### config.mk
export PLATFORM = sky130hd
export DESIGN_NAME = keypad_lock_ctrl
export DESIGN_NICKNAME = d
export VERILOG_FILES = /design/src/rtl/keypad_lock_ctrl.sv
export SDC_FILE = /design/constraint.sdc
export NUM_CORES = 1
export LEC_CHECK = 0
export CAP_MARGIN = 20
export CORE_ASPECT_RATIO = 1.2
export CORE_MARGIN = 3
export CORE_UTILIZATION = 60
export CTS_BUF_LIST = sky130_fd_sc_hd__clkbuf_8
export DETAILED_ROUTE_END_ITERATION = 6
export PLACE_DENSITY = 0.86
export SLEW_MARGIN = 25
export SYNTH_ARGS = -nofsm -noshare
export SYNTH_HDL_FRONTEND = slang
export SYNTH_SLANG_ARGS = --single-unit
### constraint.sdc
create_clock -name clk -period 4 [get_ports clk]
set_input_delay 0.4 -clock clk [delete_from_list [all_inputs] [get_ports clk]]
set_output_delay 0.4 -clock clk [all_outputs]
set_load 0.1 [all_outputs]
### src/rtl/keypad_lock_ctrl.sv
// Keypad password-lock controller: N-digit BCD entry with backspace, try counter
// with timed lockout, secret change while unlocked, and a three-tone buzzer sequencer.
module keypad_lock_ctrl #(
  parameter int unsigned DIGITS    = 3,
  parameter logic [4*DIGITS-1:0] SECRET_INIT = 'h246,
  parameter int unsigned MAX_TRIES = 3,
  parameter int unsigned LOCK_SECS = 20,
  parameter int unsigned CLK_HZ    = 50_000_000,
  parameter int unsigned KEY_HALF  = 50_000,
  parameter int unsigned KEY_LEN   = 10_000_000,
  parameter int unsigned OK_HALF   = 25_000,
  parameter int unsigned OK_LEN    = 30_000_000,
  parameter int unsigned FAIL_HALF = 100_000,
  parameter int unsigned FAIL_LEN  = 15_000_000
) (
  input  logic                  clk,
  input  logic                  rst_n,
  input  logic [15:0]           onehot_i,
  output logic [4*DIGITS-1:0]   disp_o,
  output logic                  unlocked_o,
  output logic                  locked_out_o,
  output logic [3:0]            tries_o,
  output logic [6:0]            lock_remain_o,
  output logic                  buzzer_o
);

  localparam int unsigned DW = 4 * DIGITS;
  localparam int unsigned CW = $clog2(DIGITS + 1);
  localparam int unsigned PW = (CLK_HZ > 1) ? $clog2(CLK_HZ) : 1;
  localparam int unsigned MAX_LEN  = (KEY_LEN > OK_LEN) ?
                                     ((KEY_LEN > FAIL_LEN) ? KEY_LEN : FAIL_LEN) :
                                     ((OK_LEN > FAIL_LEN) ? OK_LEN : FAIL_LEN);
  localparam int unsigned MAX_HALF = (KEY_HALF > OK_HALF) ?
                                     ((KEY_HALF > FAIL_HALF) ? KEY_HALF : FAIL_HALF) :
                                     ((OK_HALF > FAIL_HALF) ? OK_HALF : FAIL_HALF);
  localparam int unsigned LW = $clog2(MAX_LEN + 1);
  localparam int unsigned HW = $clog2(MAX_HALF + 1);

  localparam logic [DW-1:0] ALL_F = {DIGITS{4'hF}};
  localparam logic [DW-1:0] ALL_D = {DIGITS{4'hD}};
  localparam logic [DW-1:0] ALL_A = {DIGITS{4'hA}};
  localparam logic [LW-1:0] GAP_LO = LW'(FAIL_LEN / 3);
  localparam logic [LW-1:0] GAP_HI = LW'((2 * FAIL_LEN) / 3);

  typedef enum logic [1:0] {ST_ENTRY, ST_PASS, ST_SET_ENTRY, ST_LOCKOUT} state_e;
  typedef enum logic [1:0] {T_IDLE, T_KEY, T_OK, T_FAIL} tone_e;

  state_e          state_q, state_d;
  tone_e           tone_q, tone_d;
  logic [15:0]     onehot_prev_q;
  logic [DW-1:0]   disp_q, disp_d;
  logic [DW-1:0]   secret_q, secret_d;
  logic [CW-1:0]   count_q, count_d;
  logic [3:0]      tries_q, tries_d;
  logic [6:0]      remain_q, remain_d;
  logic [PW-1:0]   pre_q, pre_d;
  logic            unlocked_q, locked_q;
  logic [LW-1:0]   dur_q, dur_d, len_m1;
  logic [HW-1:0]   half_q, half_d, half_m1;
  logic            phase_q, phase_d, buzzer_q, buzzer_d;

  logic            evt, key_any, key_digit, key_enter, key_set, key_clear, key_back;
  logic [3:0]      digit;
  logic            full, empty, tick;
  logic            req_key, req_ok, req_fail;
  logic [3:0]      blank;

  // Blank upper nibbles with the remaining seconds as two BCD digits at the bottom.
  function automatic logic [DW-1:0] lock_disp(input logic [6:0] secs);
    logic [DW-1:0] r;
    r      = ALL_F;
    r[7:4] = 4'(secs / 7'd10);
    r[3:0] = 4'(secs % 7'd10);
    return r;
  endfunction

  // Key decode: a single set bit on a previously idle scan word.
  always_comb begin
    evt       = $onehot(onehot_i) && (onehot_prev_q == 16'h0000);
    key_digit = 1'b0;
    key_enter = 1'b0;
    key_set   = 1'b0;
    key_clear = 1'b0;
    key_back  = 1'b0;
    digit     = 4'h0;
    case (onehot_i)
      16'h0008: begin key_digit = 1'b1; digit = 4'd0; end
      16'h0080: begin key_digit = 1'b1; digit = 4'd1; end
      16'h0040: begin key_digit = 1'b1; digit = 4'd2; end
      16'h0020: begin key_digit = 1'b1; digit = 4'd3; end
      16'h0800: begin key_digit = 1'b1; digit = 4'd4; end
      16'h0400: begin key_digit = 1'b1; digit = 4'd5; end
      16'h0200: begin key_digit = 1'b1; digit = 4'd6; end
      16'h8000: begin key_digit = 1'b1; digit = 4'd7; end
      16'h4000: begin key_digit = 1'b1; digit = 4'd8; end
      16'h2000: begin key_digit = 1'b1; digit = 4'd9; end
      16'h0001: key_enter = 1'b1;
      16'h0010: key_set   = 1'b1;
      16'h0100: key_clear = 1'b1;
      16'h1000: key_back  = 1'b1;
      default:  ;
    endcase
    key_digit = key_digit & evt;
    key_enter = key_enter & evt;
    key_set   = key_set & evt;
    key_clear = key_clear & evt;
    key_back  = key_back & evt;
    key_any   = key_digit | key_enter | key_set | key_clear | key_back;
  end

  // Lock state machine: next state, display, counters and tone requests.
  always_comb begin
    state_d  = state_q;
    disp_d   = disp_q;
    secret_d = secret_q;
    count_d  = count_q;
    tries_d  = tries_q;
    remain_d = remain_q;
    pre_d    = '0;
    req_key  = 1'b0;
    req_ok   = 1'b0;
    req_fail = 1'b0;
    full     = (count_q == CW'(DIGITS));
    empty    = (count_q == '0);
    tick     = (pre_q == PW'(CLK_HZ - 1));
    blank    = (state_q == ST_SET_ENTRY) ? 4'hD : 4'hF;

    case (state_q)
      ST_ENTRY, ST_SET_ENTRY: begin
        req_key = key_any & ~(key_digit & full);
        if (key_digit && !full) begin
          disp_d  = {disp_q[DW-5:0], digit};
          count_d = count_q + CW'(1);
        end else if (key_back && !empty) begin
          disp_d  = {blank, disp_q[DW-1:4]};
          count_d = count_q - CW'(1);
        end else if (state_q == ST_ENTRY) begin
          if (key_enter && full) begin
            count_d = '0;
            if (disp_q == secret_q) begin
              state_d = ST_PASS;
              tries_d = 4'd0;
              disp_d  = ALL_A;
              req_ok  = 1'b1;
            end else if (4'(tries_q + 4'd1) == 4'(MAX_TRIES)) begin
              state_d  = ST_LOCKOUT;
              tries_d  = 4'd0;
              remain_d = 7'(LOCK_SECS);
              disp_d   = lock_disp(7'(LOCK_SECS));
              req_fail = 1'b1;
            end else begin
              tries_d  = tries_q + 4'd1;
              disp_d   = ALL_F;
              req_fail = 1'b1;
            end
          end else if (key_clear) begin
            disp_d  = ALL_F;
            count_d = '0;
          end
        end else begin
          if (key_enter && full) begin
            secret_d = disp_q;
            state_d  = ST_ENTRY;
            disp_d   = ALL_F;
            count_d  = '0;
            req_ok   = 1'b1;
          end else if (key_clear) begin
            state_d = ST_PASS;
            disp_d  = ALL_A;
            count_d = '0;
          end
        end
      end
      ST_PASS: begin
        req_key = key_any;
        if (key_set) begin
          state_d = ST_SET_ENTRY;
          disp_d  = ALL_D;
          count_d = '0;
        end else if (key_clear) begin
          state_d = ST_ENTRY;
          disp_d  = ALL_F;
          count_d = '0;
        end
      end
      ST_LOCKOUT: begin
        pre_d = tick ? '0 : pre_q + PW'(1);
        if (tick) begin
          if (remain_q <= 7'd1) begin
            state_d  = ST_ENTRY;
            remain_d = 7'd0;
            disp_d   = ALL_F;
          end else begin
            remain_d = remain_q - 7'd1;
            disp_d   = lock_disp(remain_q - 7'd1);
          end
        end
      end
      default: state_d = ST_ENTRY;
    endcase
  end

  // Tone sequencer: a new request restarts the tone; FAIL is muted in its middle third.
  always_comb begin
    tone_d  = tone_q;
    dur_d   = dur_q;
    half_d  = half_q;
    phase_d = phase_q;
    case (tone_q)
      T_KEY:   begin len_m1 = LW'(KEY_LEN - 1);  half_m1 = HW'(KEY_HALF - 1);  end
      T_OK:    begin len_m1 = LW'(OK_LEN - 1);   half_m1 = HW'(OK_HALF - 1);   end
      T_FAIL:  begin len_m1 = LW'(FAIL_LEN - 1); half_m1 = HW'(FAIL_HALF - 1); end
      default: begin len_m1 = '0;                half_m1 = '0;                 end
    endcase
    if (req_fail || req_ok || req_key) begin
      tone_d  = req_fail ? T_FAIL : (req_ok ? T_OK : T_KEY);
      dur_d   = '0;
      half_d  = '0;
      phase_d = 1'b1;
    end else if (tone_q != T_IDLE) begin
      if (dur_q == len_m1) begin
        tone_d  = T_IDLE;
        dur_d   = '0;
        half_d  = '0;
        phase_d = 1'b0;
      end else begin
        dur_d = dur_q + LW'(1);
        if (half_q == half_m1) begin
          half_d  = '0;
          phase_d = ~phase_q;
        end else begin
          half_d = half_q + HW'(1);
        end
      end
    end
    buzzer_d = phase_d & ~((tone_d == T_FAIL) && (dur_d >= GAP_LO) && (dur_d < GAP_HI));
  end

  always_ff @(posedge clk or negedge rst_n) begin
    if (!rst_n) begin
      state_q       <= ST_ENTRY;
      tone_q        <= T_IDLE;
      onehot_prev_q <= '0;
      disp_q        <= ALL_F;
      secret_q      <= SECRET_INIT;
      count_q       <= '0;
      tries_q       <= 4'd0;
      remain_q      <= 7'd0;
      pre_q         <= '0;
      unlocked_q    <= 1'b0;
      locked_q      <= 1'b0;
      dur_q         <= '0;
      half_q        <= '0;
      phase_q       <= 1'b0;
      buzzer_q      <= 1'b0;
    end else begin
      state_q       <= state_d;
      tone_q        <= tone_d;
      onehot_prev_q <= onehot_i;
      disp_q        <= disp_d;
      secret_q      <= secret_d;
      count_q       <= count_d;
      tries_q       <= tries_d;
      remain_q      <= remain_d;
      pre_q         <= pre_d;
      unlocked_q    <= (state_d == ST_PASS);
      locked_q      <= (state_d == ST_LOCKOUT);
      dur_q         <= dur_d;
      half_q        <= half_d;
      phase_q       <= phase_d;
      buzzer_q      <= buzzer_d;
    end
  end

  assign disp_o        = disp_q;
  assign unlocked_o    = unlocked_q;
  assign locked_out_o  = locked_q;
  assign tries_o       = tries_q;
  assign lock_remain_o = remain_q;
  assign buzzer_o      = buzzer_q;

endmodule

# [Word level (Yosys, flattened, before mapping)]
# Cells that the tools add are included.
[word_totals] register_bits=129 elab_cells=205 output_inout_bits=26
[op_classes] n_bitwise=18 reduce_logical=23 eq_ne=38 n_div=2 addsub=22 muxes=84 n_lt_le_gt_ge=3
[ops] cell="two-way mux 12 bit" n=9
[ops] cell="two-way mux 25 bit" n=3
[ops] cell="case mux 25 bit (3 select lines)" n=1
[ops] cell="two-way mux 17 bit" n=4
[ops] cell="two-way mux 7 bit" n=8
[ops] cell="two-way mux 26 bit" n=2
[ops] cell="case mux 17 bit (3 select lines)" n=1
[ops] cell="two-way mux 2 bit" n=23
[ops] cell="case mux 12 bit (3 select lines)" n=1
[ops] cell="case mux 4 bit (9 select lines)" n=1
[ops] cell="adder 26 x 1 -> 26 bit, second input constant" n=1
[ops] cell="== test 26 bit, second input constant" n=1
[ops] cell="adder 25 x 1 -> 25 bit, second input constant" n=1
[ops] cell="== test 25 bit" n=1
[ops] cell=">= comparator 25 x 23 -> 1 bit, second input constant" n=1
[ops] cell="< comparator 25 x 24 -> 1 bit, second input constant" n=1
[ops] cell="two-way mux 1 bit" n=22
[ops] cell="adder 17 x 1 -> 17 bit, second input constant" n=1
[ops] cell="== test 17 bit" n=1
[ops] cell="adder 1 x 1 -> 2 bit" n=8
[ops] cell="== test 16 x 1 -> 1 bit, second input constant" n=1
[ops] cell="== test 16 x 10 -> 1 bit, second input constant" n=1
[ops] cell="== test 16 x 11 -> 1 bit, second input constant" n=1
[ops] cell="== test 16 x 12 -> 1 bit, second input constant" n=1
[ops] cell="other kinds (48)" n=95

# [Longest topological paths before layout]
# Gate-level depths: netlist of the first run.
[logic_depth] word_depth=21 depth_mapped=21 ltp_nobuf=19

# [Least setup slack after synthesis of the first run]
# No wires, ideal clock.
[synth_path] path_type="input to register" start="in onehot_i[5]" end="reg disp_q[1] (netlist: disp_o[1])" path_stages=20 setup_ns=0.089 t_arrival_ns=5.517 slack_ns=-1.605 t_required_ns=3.911 path_cell_list="buf_6 -> inv_1 -> fa_1 -> inv_1 -> fa_1 -> fa_1 -> inv_1 -> fa_1 -> inv_1 -> ha_1 -> fa_1 -> or4_1 -> nor2_1 -> nand3_2 -> or3_1 -> o211a_1 -> o32ai_2 -> o21ai_2 -> a2111oi_2 -> nor3_2"
[synth_between] elab_chain_len=13 word_cells_on_any_way=45
[synth_rtl] element="from (decl)" line_no="18" source="input logic [15:0] onehot_i,"
[synth_rtl] element="adder 1 x 1 -> 2 bit (not written as such)" line_no="79" source="evt = $onehot(onehot_i) && (onehot_prev_q == 16'h0000);"
[synth_rtl] element="adder 2 x 2 -> 3 bit (not written as such)" line_no="79"
[synth_rtl] element="adder 3 x 3 -> 4 bit (not written as such)" line_no="79"
[synth_rtl] element="adder 4 x 4 -> 5 bit (not written as such)" line_no="79"
[synth_rtl] element="== test 5 x 1 -> 1 bit" line_no="79"
[synth_rtl] element="logical AND 1 bit" line_no="79"
[synth_rtl] element="AND 1 bit (on tied branches)" line_no="106, 104"
[synth_rtl] element="two-way mux 12 bit or logical AND 1 bit (tied branches)"
[synth_rtl] element="two-way mux 12 bit (on tied branches)" line_no="138, 161"
[synth_rtl] element="two-way mux 12 bit" line_no="137" source="end else if (state_q == ST_ENTRY) begin"
[synth_rtl] element="two-way mux 12 bit" line_no="134" source="end else if (key_back && !empty) begin"
[synth_rtl] element="two-way mux 12 bit" line_no="131" source="if (key_digit && !full) begin"
[synth_rtl] element="case mux 12 bit (3 select lines)" line_no="128" source="case (state_q)"
[synth_rtl] element="to (signal assigned)" line_no="260" source="disp_q <= disp_d;"
[synth_rtl] element="to (decl)" line_no="51" source="logic [DW-1:0] disp_q, disp_d;"
# Several ways; a longest one is shown, not always the timed one.
# A chain may end at the register's enable or synchronous reset.

# [Worst setup path in the final report of the first run]
[layout_path] start="in onehot_i[11]" end="reg disp_q[1] (netlist: disp_o[1])"
# The elaborated chain is that of the path after synthesis.

==> results of run 1 <==
final cells by class:
class	count	area [sq um]
clock buffers	19	261.5
clock inverters	13	121.4
fillers	1022	3616
inverters	48	182.7
multi-input cells	828	5788
flip-flops and latches	129	3248
well taps	200	250.2
repair buffers	136	1186
repair_timing:
| item | in CTS | in global routing |
|---|---|---|
| resized for setup | 70 | 17 |
| buffers inserted | 12 | 2 |
| pin swaps | 28 | 17 |
| cloned | 0 | 0 |
| endpoints found under the setup margin | 87 | 87 |
layout by cell type, fill, tap and decap left out, types with 9 or more instances in the layout:
cell type / count
clkdlybuf4s50_1: 33
ha_1: 22
a21oi_2: 10
nand3b_1: 10
a31oi_1: 11
or3_1: 11
buf_4: 79
o31ai_1: 10
nand4_1: 22
inv_1: 43
and2_1: 12
buf_6: 12
o21ai_0: 27
and3_1: 27
fa_1: 9
nand2_1: 63
a21o_1: 9
xnor2_1: 50
mux2_2: 13
nor3_1: 46
mux2i_1: 12
xor2_1: 34
o211ai_1: 12
nor4_1: 16
dfrtp_1: 113
a21oi_1: 32
clkbuf_8: 20
nor2_1: 126
o21ai_1: 12
nand3_1: 57
dfstp_2: 16
critical path, cell delays in order:
cell and delay, ps:
buf_8 100, fa_1 540, inv_2 40, fa_1 540, inv_2 50, fa_1 500
inv_1 50, fa_1 480, inv_2 40, ha_4 150, fa_2 460, or4_4 440
nor4_2 170, or4b_4 500, buf_4 150, nor2_1 110, a211oi_2 60, mux2i_1 170
o21ai_2 110, buf_4 160, nor4_4 230, nor3_2 70
where the power goes:
group / total (uW) / leakage (uW) / internal [uW] / switching, uW
registers: 1320 / 0.00166 / 1310 / 5.29
logic: 433 / 0.00269 / 205 / 228
clock network: 1090 / 0.000209 / 574 / 516
cells by family after synthesis:
logic type	synth area share
AO/OA/AOI/OAI	0.1556
XOR/XNOR	0.08070
adder cells (fa/ha/maj)	0.05353
buffers and inverters	0.04543
flip-flops	0.3563
multiplexers	0.03170
AND/OR/NAND/NOR	0.2767
metrics by stage:
step | util | instances | setup slack (ps)
floorplan | - | 1061 | -1263
global placement | 0.7051 | 1328 | -1821
detailed placement | 0.7051 | 1328 | -1935
CTS | 0.7481 | 1371 | -1164
global route | 0.7532 | 1373 | -1342
finish | 0.7532 | 1373 | -1141
flip-flops by register name (all words and copies together) (netlist names):
signal,count
disp_o,12
tries_o,4
state_q,2
buzzer_o,1
phase_q,1
lock_remain_o,7
secret_q,12
dur_q,25
pre_q,26
onehot_prev_q,16
count_q,2
locked_out_o,1
half_q,17
unlocked_o,1
tone_q,2
metal layers:
metal  global-route usage  part of all wire
met1               0.3466              0.40
met2               0.5195              0.51
met3              0.05979             0.054
met4               0.1452             0.041
met5                    0                 0
worst min-delay path by stage:
| stage | from | end | cells after the start | slack, ps |
|---|---|---|---|---|
| 4_1_cts | rst_n | half_q[12]$_DFFE_PN0P_ | 1 | 90 |
| 6_report | rst_n | half_q[1]$_DFFE_PN0P_ | 1 | 40 |
| 2_1_floorplan | rst_n | buzzer_o$_DFF_PN0_ | 0 | 100 |
| 5_1_grt | rst_n | half_q[1]$_DFFE_PN0P_ | 1 | 100 |
| 3_3_place_gp | pre_q[0]$_DFF_PN0_ | pre_q[0]$_DFF_PN0_ | 1 | 460 |
| 3_5_place_dp | pre_q[0]$_DFF_PN0_ | pre_q[0]$_DFF_PN0_ | 1 | 480 |
==> flow_metrics.py, run 1 <==
metrics = {
    "pwr": {
        "p_total_uw": 2842,
        "p_leak_uw": 0.004557,
        "ir_drop_mv": 0.2313,
        "power_density_nw_per_um2": 257.5,
    },
    "floorplan": {
        "start_util": 0.6221,
        "die_y_um": 141.0,
        "coreArea_sq_um": 14650,
        "die_w_um": 118.5,
        "pin_count": 44,
        "fp-row-count": 48,
        "die-area_sq_um": 16720,
    },
    "routing": {
        "drcViolationCount": 0,
        "antenna_left": 0,
        "drt_iter0_drc": 886,
        "vias": 8673,
        "wirelength_mm": 24.52,
        "first_pass_iters": 6,
        "viasPerCell": 6.317,
        "wl_per_cell_um": 17.86,
    },
    "grt": {
        "grt_pass1_wl_mm": 40.87,
        "grt_pass1_vias": 8573,
        "grt_max_degree": 108,
        "grt-ovfl-total": 0,
        "track_usage": 0.2965,
        "antenna_found_initial": 0,
    },
    "setup_path": {
        "setup.worst_path.start": "onehot_i[11]",
        "setup.worst_path.start_class": "input port",
        "r2r_end": "disp_o[4]$_DFFE_PN1P_",
        "criticalPathCategory": "input port to register",
        "r2r_slack_ps": 290,
        "crit_path_max_fanout": 3,
        "rr_startpoint": "lock_remain_o[0]$_DFFE_PN0P_",
        "critPathCapture": "disp_o[1]$_DFFE_PN1P_",
        "crit_required_ps": 4380,
        "critPathArrivalTime_ps": 5530,
        "rr_worst_depth": 13,
        "endpoint_kind": "register",
    },
    "yosys": {
        "ys.flop_type": "dfrtp_1",
        "synthesis.area_sq_um": 9116,
        "synth_area_leaders": "dfrtp_1, nor2_1, xnor2_1",
        "async_flop_share": 1.000,
        "synth_seq_cells": 129,
        "synth_top_area_frac": 0.3102,
        "yosysSeqAreaShare": 0.3563,
        "synth.net_count": 1112,
        "synth_commonest_cells": "nor2_1, dfrtp_1, nand2_1, nand3_1, nor3_1",
        "synth_cell_types": 86,
        "netlist_instances": 1061,
        "yosysWarningCount": 0,
        "synth_top_area_cell": "dfrtp_1",
        "syn_area_per_cell_sq_um": 8.592,
        "synth_edf_count": 0,
        "yosysMostFrequentCell": "nor2_1",
    },
    "timing": {
        "fin_crit_sh": 1.285,
        "worst_slew_pin_slew_ps": 1028,
        "max_freq_mhz": 194.5,
        "final-hold-violation-count": 0,
        "relSlewSlack": 0.3128,
        "whs_ps": 36.26,
        "final_max_slew_viol_count": 0,
        "min_period_ps": 5141,
        "setup_slack_ps": -1141,
        "fin_worst_skew_ps": 12.21,
        "setup_tns_ps": -66880,
        "rsz0062_at_grt": "true",
        "setup_viol": 87,
    },
    "placed_design": {
        "post_dp_cell_area_sq_um": 10330,
        "portBuffers": 43,
        "dp.final_hpwl_mm": 17.09,
        "place.gp.congestion": 0.9358,
    },
    "final_layout": {
        "area_growth_syn_to_layout_pct": 21.08,
        "post_route_cells_drive_above_1_share": 0.2097,
        "nets": 1211,
        "final_design_area_no_fill_sq_um": 11040,
        "antenna-diode-count": 0,
    },
    "clocking": {
        "cts_hold_repair.buffers": 0,
        "cts_sinks": 129,
        "clock_path_buffers": 2,
        "cts_root_buf": "clkbuf_8",
        "numCtsBuffers": 17,
        "cts_max_level": 4,
        "clkTransAtPathRegs_ps": 70,
        "worstSkewPairLatency_ps": 460,
        "cts_tree": "built",
    },
    "run": {
        "drv_cap": 0,
    },
    "worst_hold_path": {
        "hold_path_class": "input port to async pin",
    },
    "run_status": {
        "violations": "setup timing",
        "status": "finished, violations left",
    },
}
No activity file was read; power rests on OpenSTA's default activity.
==> run 2, diff against run 1 <==
--- a/config.mk
+++ b/config.mk
@@ -7,7 +7,7 @@
 export LEC_CHECK = 0
 export CAP_MARGIN = 20
 export CORE_ASPECT_RATIO = 1.2
-export CORE_MARGIN = 3
+export CORE_MARGIN = 2
 export CORE_UTILIZATION = 60
 export CTS_BUF_LIST = sky130_fd_sc_hd__clkbuf_8
 export DETAILED_ROUTE_END_ITERATION = 6
==> constraint.sdc (replaced) <==
create_clock -name clk -period 4.75 [get_ports clk]
set_input_delay 0.475 -clock clk [delete_from_list [all_inputs] [get_ports clk]]
set_output_delay 0.475 -clock clk [all_outputs]
set_load 0.1 [all_outputs]
==> run 2 against run 1 <==
Clock skew about the same. Worst setup slack better by 660 ps. Critical path depth down 2. Hold slack improved by 48 ps. Via count rose by 0.27%. Utilization fell by 2.0 points. Sequential power decreased by 16%. The run still ends with setup timing left. Die area decreased by 3.1%.
==> flow_metrics.py, run 2 (synthesis results as in run 1) <==
metrics = {
    "routing": {
        "vias": 8696,
        "first_pass_iters": 5,
        "wirelength_mm": 24.59,
        "drcViolationCount": 0,
        "viasPerCell": 6.375,
        "antenna_left": 0,
        "drt_iter0_drc": 914,
        "wl_per_cell_um": 18.03,
    },
    "placed_design": {
        "place.gp.congestion": 0.9578,
        "portBuffers": 43,
        "dp.final_hpwl_mm": 16.67,
        "placed_cells": 1320,
    },
    "timing": {
        "worst_slew_pin_slew_ps": 1062,
        "setup_viol": 63,
        "fin_crit_sh": 1.101,
        "whs_ps": 84.28,
        "max_freq_mhz": 191.3,
        "final-hold-violation-count": 0,
        "min_period_ps": 5228,
        "final_max_slew_viol_count": 0,
        "rsz0062_at_grt": "true",
        "relSlewSlack": 0.2854,
        "fin_worst_skew_ps": 11.92,
        "setup_slack_ps": -478.0,
    },
    "pwr": {
        "power_density_nw_per_um2": 223.2,
        "ir_drop_mv": 0.2307,
        "p_leak_uw": 0.004502,
    },
    "setup_path": {
        "endpoint_kind": "register",
        "cp_slowest_cell": "or4_4",
        "setup.worst_path.start_class": "input port",
        "r2r_end": "disp_o[2]$_DFFE_PN1P_",
        "setup.worst_path.start": "onehot_i[11]",
        "critPathArrivalTime_ps": 5620,
        "max_stage_delay_ps": 580,
        "crit_chain": "buf_6 > fa_1 > inv_1 > fa_1 > inv_2 > fa_1 > inv_1 > fa_1 > inv_2 > ha_4 > fa_2 > or4_4 > nor4_4 > or4b_4 > nor3b_4 > a211oi_2 > mux2i_1 > o21ai_2 > o22ai_2 > nor3_2",
        "crit_required_ps": 5140,
        "critPathCapture": "disp_o[1]$_DFFE_PN1P_",
        "rr_worst_depth": 13,
        "criticalPathCategory": "input port to register",
        "rr_startpoint": "lock_remain_o[0]$_DFFE_PN0P_",
        "cp_common_cell": "fa_1",
        "r2r_slack_ps": 820,
        "crit_path_max_fanout": 2,
    },
    "floorplan": {
        "pin_count": 44,
        "fp-row-count": 49,
        "start_util": 0.6119,
        "coreArea_sq_um": 14900,
        "die_w_um": 116.5,
        "die-area_sq_um": 16200,
        "die_y_um": 139.0,
    },
    "run": {
        "drv_cap": 0,
    },
    "final_layout": {
        "post_route_cells_drive_above_1_share": 0.1991,
        "largest_registers": "pre_q (26), dur_q (25), half_q (17)",
        "multi_input_area_sq_um": 5762,
        "largest_reg_flops": 26,
        "stdcell_count": 1364,
        "regArea_sq_um": 3248,
        "nets": 1198,
        "antenna-diode-count": 0,
        "area_growth_syn_to_layout_pct": 19.83,
        "regMostFlops": "pre_q",
        "fillers": 1059,
        "layout_common_cells": "nor2_1, dfrtp_1, nand2_1, buf_4, nand3_1",
        "layout_commonest_cell": "nor2_1",
    },
    "clocking": {
        "cts_max_level": 4,
        "numCtsBuffers": 17,
        "cts_root_buf": "clkbuf_8",
        "cts_tree": "built",
        "clkTransAtPathRegs_ps": 80,
        "clock_path_buffers": 2,
        "worstSkewPairLatency_ps": 470,
        "cts_sinks": 129,
        "cts_hold_repair.buffers": 0,
    },
    "run_status": {
        "violations": "setup timing",
        "status": "finished, violations left",
    },
    "grt": {
        "use_met1": 0.3745,
        "track_usage": 0.3073,
        "antenna_found_initial": 0,
        "grt_pass1_wl_mm": 40.14,
        "grt.busiest_layer": "met2",
        "met3_usage": 0.05288,
        "grt_max_degree": 96,
        "met2_usage": 0.5257,
        "grt_pass1_vias": 8415,
        "grt-ovfl-total": 0,
    },
    "worst_hold_path": {
        "hold_path_class": "input port to async pin",
    },
}
## run 2: changes by cell type in the layout (fill, tap and decap cells not counted), sizes merged
cell | before | now
buf | 97 | 89
clkbuf | 21 | 17
clkdlybuf4s15 | 3 | 1
clkinvlp | 1 | 3
dlygate4sd2 | 1 | 0
## run 2: critical path, delay by kind of cell
kind | cells | cell delay, ps
adder cells (fa/ha/maj) | 6 | 2610
AO/OA/AOI/OAI | 3 | 550
AND/OR/NAND/NOR | 5 | 1600
buffers and inverters | 5 | 290
multiplexers | 1 | 110
## run 2: area by class of cell
class                   count  area share
well taps                 204     0.02337
inverters                  48     0.01695
clock inverters            15     0.01455
repair buffers            123     0.09896
clock buffers              17     0.02142
flip-flops and latches    129      0.2973
multi-input cells         828      0.5274
## run 2: how the worst min path moves through the flow
stage / start / endpoint / slack [ps] / cells past startpoint
after detailed placement: pre_q[0]$_DFF_PN0_ / pre_q[0]$_DFF_PN0_ / 480 / 1
final: rst_n / pre_q[9]$_DFF_PN0_ / 80 / 1
after global placement: pre_q[0]$_DFF_PN0_ / pre_q[0]$_DFF_PN0_ / 460 / 1
after CTS: rst_n / pre_q[9]$_DFF_PN0_ / 120 / 1
after floorplan: rst_n / buzzer_o$_DFF_PN0_ / 180 / 0
after global routing: rst_n / pre_q[8]$_DFF_PN0_ / 160 / 1
## run 2: per-layer routing
metal  up-vias  part of all wire
li1       3997                 -
met1      4156              0.39
met2       432              0.51
met3       111             0.056
met4         0             0.042
met5         -                 0
## run 2: what timing repair did
item / in CTS / in global routing
gates cloned: 0 / 1
pin swaps: 32 / 14
buffers inserted: 10 / 2
gates resized for setup: 80 / 31
endpoints found under the setup margin: 87 / 70
## run 2: power breakdown
| part | internal (uW) | total, uW | switching (uW) |
|---|---|---|---|
| sequential | 1110 | 1110 | 4.20 |
| clock | 469 | 951 | 482 |
| combinational | 179 | 377 | 198 |
## run 2: metrics by stage
| step | utilization | setup WS [ps] | power [uW] | instance area, sq um | setup TNS, ps |
|---|---|---|---|---|---|
| global route | 0.7333 | -613.9 | 2539 | 10920 | -18980 |
| floorplan | - | -587.7 | 1296 | 9263 | -5245 |
| detailed placement | 0.6844 | -1215 | 1454 | 10200 | -69290 |
| CTS | 0.7245 | -347.7 | 2421 | 10790 | -4167 |
| finish | 0.7333 | -478.0 | 2438 | 10920 | -9506 |
| global placement | 0.6844 | -1147 | 1437 | 10200 | -62240 |
==> run 3, diff against run 2 <==
--- a/config.mk
+++ b/config.mk
@@ -5,6 +5,7 @@
 export SDC_FILE = /design/constraint.sdc
 export NUM_CORES = 1
 export LEC_CHECK = 0
+export ABC_CLOCK_PERIOD_IN_PS = 4750
 export CAP_MARGIN = 20
 export CORE_ASPECT_RATIO = 1.2
 export CORE_MARGIN = 2
==> results of run 3 <==
Same layout as run 2: the final DEF is identical, and so are final timing and power.
